`src/rtl/branch_target_cam.sv`:
```
// branch_target_cam
//   Programmable branch-target table with two lookup directions.
//   Forward: rd_idx -> rd_target/rd_valid, purely combinational, for fetch.
//   Reverse: srch_target -> srch_idx through a sequential scan with a
//   request/done handshake, for the loader/debugger.
//
// Ports
//   Clk          system clock, all state updates on the rising edge
//   Reset        synchronous active-high reset
//   wr_en        store wr_target into entry wr_idx and mark it valid
//   inv_en       clear the valid bit of entry wr_idx (wr_en wins)
//   wr_idx       entry selected for write/invalidate
//   wr_target    value written
//   rd_idx       forward lookup index
//   rd_target    forward result, 0 when the entry is invalid
//   rd_valid     valid bit of entry rd_idx
//   srch_req     start a reverse search (only looked at while idle)
//   srch_target  value to search, captured when the request is accepted
//   srch_busy    high while scanning and in the done cycle
//   srch_done    one-cycle pulse, search result is ready
//   srch_hit     match found; held until the next accepted request
//   srch_idx     lowest matching index, 0 on miss
module branch_target_cam #(
   parameter int ENTRIES = 16,
   parameter int IDX_W   = 4,
   parameter int ADDR_W  = 12
) (
   input  logic              Clk,
   input  logic              Reset,
   input  logic              wr_en,
   input  logic              inv_en,
   input  logic [IDX_W-1:0]  wr_idx,
   input  logic [ADDR_W-1:0] wr_target,
   input  logic [IDX_W-1:0]  rd_idx,
   output logic [ADDR_W-1:0] rd_target,
   output logic              rd_valid,
   input  logic              srch_req,
   input  logic [ADDR_W-1:0] srch_target,
   output logic              srch_busy,
   output logic              srch_done,
   output logic              srch_hit,
   output logic [IDX_W-1:0]  srch_idx
);

   localparam logic [IDX_W-1:0] CNT_LAST = IDX_W'(ENTRIES - 1);

   typedef enum logic [1:0] {
      IDLE = 2'd0,
      SCAN = 2'd1,
      DONE = 2'd2
   } state_t;

   logic [ADDR_W-1:0] tbl [ENTRIES];
   logic [ENTRIES-1:0] vld;

   state_t            state, state_n;
   logic [IDX_W-1:0]  cnt, cnt_n;
   logic [ADDR_W-1:0] tgt, tgt_n;
   logic              hit_n;
   logic [IDX_W-1:0]  idx_n;
   logic              scan_match;

   // Table storage: one write or invalidate per edge, no read bypass
   always_ff @(posedge Clk) begin
      if (Reset) begin
         for (int i = 0; i < ENTRIES; i++) begin
            tbl[i] <= '0;
         end
         vld <= '0;
      end else if (wr_en) begin
         tbl[wr_idx] <= wr_target;
         vld[wr_idx] <= 1'b1;
      end else if (inv_en) begin
         vld[wr_idx] <= 1'b0;
      end
   end

   // Forward lookup
   assign rd_valid  = vld[rd_idx];
   assign rd_target = vld[rd_idx] ? tbl[rd_idx] : '0;

   // Reverse scan compares against pre-edge contents, so a write landing
   // on a not-yet-visited entry is seen and one behind the cursor is not.
   assign scan_match = vld[cnt] && (tbl[cnt] == tgt);

   assign srch_busy = (state != IDLE);
   assign srch_done = (state == DONE);

   // Search control state
   always_ff @(posedge Clk) begin
      if (Reset) begin
         state    <= IDLE;
         cnt      <= '0;
         srch_hit <= 1'b0;
         srch_idx <= '0;
      end else begin
         state    <= state_n;
         cnt      <= cnt_n;
         srch_hit <= hit_n;
         srch_idx <= idx_n;
      end
   end

   // Captured search key is data only; it is always rewritten on acceptance
   always_ff @(posedge Clk) begin
      tgt <= tgt_n;
   end

   always_comb begin
      state_n = state;
      cnt_n   = cnt;
      tgt_n   = tgt;
      hit_n   = srch_hit;
      idx_n   = srch_idx;
      case (state)
         IDLE: begin
            if (srch_req) begin
               tgt_n   = srch_target;
               cnt_n   = '0;
               hit_n   = 1'b0;
               idx_n   = '0;
               state_n = SCAN;
            end
         end
         SCAN: begin
            // Scan ascends from 0, so the first match is the lowest index
            if (scan_match) begin
               hit_n   = 1'b1;
               idx_n   = cnt;
               state_n = DONE;
            end else if (cnt == CNT_LAST) begin
               hit_n   = 1'b0;
               idx_n   = '0;
               state_n = DONE;
            end else begin
               cnt_n = cnt + 1'b1;
            end
         end
         DONE: begin
            state_n = IDLE;
         end
         default: begin
            state_n = IDLE;
         end
      endcase
   end

endmodule

```
`config.mk`:
```
export PLATFORM = sky130hd
export DESIGN_NAME = branch_target_cam
export DESIGN_NICKNAME = d
export VERILOG_FILES = /design/src/rtl/branch_target_cam.sv
export SDC_FILE = /design/constraint.sdc
export NUM_CORES = 1
export LEC_CHECK = 0
export BUFFER_PORTS_ARGS = -buffer_cell sky130_fd_sc_hd__buf_2
export CAP_MARGIN = 20
export CELL_PAD_IN_SITES_DETAIL_PLACEMENT = 0
export CELL_PAD_IN_SITES_GLOBAL_PLACEMENT = 1
export CORE_ASPECT_RATIO = 0.5
export CORE_UTILIZATION = 45
export CTS_CLUSTER_DIAMETER = 150
export DETAILED_ROUTE_END_ITERATION = 16
export GPL_TIMING_DRIVEN = 0
export PLACE_DENSITY = 0.81
export REMOVE_ABC_BUFFERS = 1
export SYNTH_ARGS = -nofsm -noshare
export SYNTH_HDL_FRONTEND = slang
export SYNTH_SLANG_ARGS = --single-unit
```
`constraint.sdc`:
```
create_clock -name Clk -period 2.9 [get_ports Clk]
set_clock_uncertainty 0.05 [all_clocks]
set_input_delay 0.29 -clock Clk [delete_from_list [all_inputs] [get_ports Clk]]
set_output_delay 0.29 -clock Clk [all_outputs]
set_load 0.005 [all_outputs]
```
==> results.py <==
metrics = {
    "status": {
        "outcome": "complete, but fails checks",
        "violations": "setup timing",
    },
    "final_layout": {
        "final_cells": 1344,
        "drive_gt1_share_pct": 29.4,
        "finalCoreUtilization_pct": 53.9,
        "area_growth_pct": 15.5,
        "final.fill_count": 2156,
        "nets": 993,
        "register_area_sq_mm": 0.00676,
        "multi_input_area_sq_mm": 0.00558,
    },
    "yosys": {
        "syn_area_sq_mm": 0.0126,
        "async_reset_ff_share_pct": 0,
        "synth_top_area_share_pct": 48.7,
        "netlist_top_cells_count": "edfxtp_1 (204), and2_1 (193), mux4_2 (97)",
        "synth_xor_area_share_pct": 1.17,
        "synthesis.area_per_instance_sq_um": 14.0,
        "synth_most_common_cell": "edfxtp_1",
        "yosys.area_share.simple_pct": 15.9,
        "synthCells": 901,
        "yosysWarnings": 0,
        "synth-seq-area-share_pct": 53.7,
        "synth_fa_ha_area_share_pct": 0.0995,
        "synthFlopType": "edfxtp_1",
        "synth_top_family_by_area": "multiplexers",
        "synth_edf_count": 204,
        "synth.area.mux_share_pct": 22.8,
        "synth_compound_area_share_pct": 3.73,
        "ys_seq_elements": 235,
        "ys_top_cells_by_area": "edfxtp_1 (49%), mux4_2 (17%), and2_1 (9.6%)",
        "synth.distinct_cells": 48,
        "yosysTopAreaCell": "edfxtp_1",
    },
    "routing": {
        "drt_pass1_iterations": 6,
        "drc": 0,
        "drtIter0Drc": 1287,
        "vias_per_cell": 6.20,
        "wl_per_cell_um": 28.1,
        "dr_total_vias": 8338,
        "ant_nets": 0,
        "wirelength_um": 37800,
    },
    "power": {
        "irDropWorstVdd_mv": 0.331,
        "p_leak_nw": 4.94,
        "powerDensity_mw_per_mm2": 553,
    },
    "sta": {
        "fin_tns_setup_ns": -1.22,
        "worst_slew_pin_slew_ns": 1.07,
        "relSlewSlack_pct": 28.5,
        "fin_ws_ns": -0.133,
        "setup_viol": 15,
        "max_clock_freq_mhz": 330,
        "min_period_ns": 3.03,
        "drv_slew": 0,
        "whs_ns": 0.0673,
        "hold_violations": 0,
        "rsz0062_at_grt": "true",
        "fin_crit_sh_pct": 105,
    },
    "critical_path": {
        "path_cells": "buf_12, mux4_2, mux4_2, xnor2_4, o211ai_2, nor4_4, buf_4, nand3_4, nand3_4, mux2_4",
        "crit_type": "reg -> reg",
        "slowest_stage": "mux4_2",
        "r2r_cells": 10,
        "cp-start-kind": "flop",
        "cp_max_fo": 6,
        "r2r_slack_ns": -0.13,
        "worstPathRequired_ns": 3.26,
        "critPathCaptureType": "flop",
        "cp.arrival_ns": 3.40,
        "cpPeakStageDelay_ns": 0.57,
    },
    "global_routing": {
        "grt_pass1_vias": 8235,
        "grt_max_degree": 48,
        "overflow": 0,
        "antenna_found_initial": 1,
        "grt_pass1_wl_um": 54400,
        "grtUsageTotal_pct": 26.8,
    },
    "placement": {
        "portBuffers": 56,
        "hpwlAfterDp_um": 23100,
        "dp.cells": 1273,
        "gp_congestion": 0.848,
    },
    "die": {
        "initial_utilization_pct": 46.6,
        "die_h_um": 120,
        "core-area_sq_mm": 0.0270,
        "die-area_sq_mm": 0.0286,
        "rows": 42,
        "dieWidth_um": 238,
        "io_pins": 57,
    },
    "cts": {
        "clk_latency_ns": 0.55,
        "numCtsBuffers": 23,
        "cts-root-buf": "clkbuf_16",
        "cts_tree": "done",
        "clockBufferDepth": 3,
        "htreeDepth": 1,
        "cts.sinks": 235,
        "clk_pin_slew_ns": 0.06,
    },
    "worst_hold_path": {
        "hp-start": "wr_idx[1]",
        "hold-path-cell-count": 3,
        "hold_class": "in -> reg",
    },
    "run": {
        "max-cap-violations": 0,
    },
}
## layout by cell type (no fill, tap or decap), drive strengths merged, types with 3 or more instances in the layout
| cell type | count |
|---|---|
| buf | 90 |
| mux2 | 22 |
| edfxtp | 204 |
| and2 | 194 |
| mux4 | 99 |
| nand2 | 26 |
| nor3 | 3 |
| nand3 | 23 |
| nand3b | 5 |
| dlygate4sd3 | 12 |
| o22ai | 13 |
| a221oi | 9 |
| a31o | 5 |
| dfxtp | 31 |
| bufinv | 3 |
| inv | 5 |
| a21oi | 18 |
| nand4 | 4 |
| mux2i | 38 |
| nand2b | 9 |
| nor2b | 22 |
| clkinv | 4 |
| nor2 | 27 |
| or2 | 17 |
| o21ai | 24 |
| clkbuf | 30 |
| xnor2 | 14 |
## metrics by stage
step	setup WS [ns]	area, sq um	power (mW)
global placement	-2.91	13000	4.82
global route	-0.226	14500	8.22
finish	-0.133	14500	8.03
CTS	-0.117	14500	8.01
floorplan	-0.782	12300	4.47
detailed placement	-0.601	13300	4.85
## where the power goes
group,switching [mW],leakage [nW],internal [mW]
sequential,0.121,2.20,3.85
combinational,0.472,2.37,0.408
clock,1.34,0.379,1.84
total,1.93,4.94,6.10
## metal layers
layer	global-route usage, %	vias up	wire, um
met5	0	-	0
met1	38.1	4188	15200
li1	-	3506	-
met4	9.17	0	1310
met2	40.7	544	17000
met3	6.10	100	4250
## critical path, delay by kind of cell, from the launching register on
kind | cells | cell delay, ns
multiplexers | 3 | 1.37
AO/OA/AOI/OAI | 1 | 0.13
XOR/XNOR | 1 | 0.21
AND/OR/NAND/NOR | 3 | 0.41
flip-flops | 1 | 0.39
buffers and inverters | 2 | 0.33
## worst max path at each step
stage,slack (ns),cells past startpoint,endpoint
6_report,-0.13,10,flop
2_1_floorplan,-0.78,8,flop
4_1_cts,-0.12,12,flop
3_5_place_dp,-0.60,10,flop
5_1_grt,-0.23,12,flop
3_3_place_gp,-2.91,6,rd_target[5]
## registers in the layout, indices dropped and copies added, names as in the netlist, named ones only
signal	count
tbl	192
tgt	12
cnt	4
srch_idx	4
state	2
srch_hit	1
## logic make-up (layout without fill, tap and decap cells)
kind of cell	Yosys count	after routing
and+or+nand+nor	336	336
muxes	159	159
AOI/OAI and AO/OA	75	75
adders and majority gates	1	1
other	0	1
buffers and inverters	79	147
xor gates and xnor gates	16	16
DFF	235	235
## area by class of cell
cell class / instances / share of cell area (%)
clock inverter: 9 / 0.922
sequential: 235 / 46.6
clock buffer: 30 / 4.44
multi-input combinational: 587 / 38.4
inverter: 4 / 0.103
antenna: 1 / 0.0172
timing repair buffer: 104 / 6.30
tap: 374 / 3.22
## timing repair
| item | CTS | global route |
|---|---|---|
| pin swaps | 13 | 8 |
| endpoints found under the setup margin | 20 | 15 |
| gates cloned | 3 | 0 |
| resized for setup | 20 | 6 |
| setup buffers | 16 | 0 |
| hold endpoints to repair | 12 | 0 |
| hold buffers | 12 | 0 |
No activity file was read; power rests on OpenSTA's default activity.
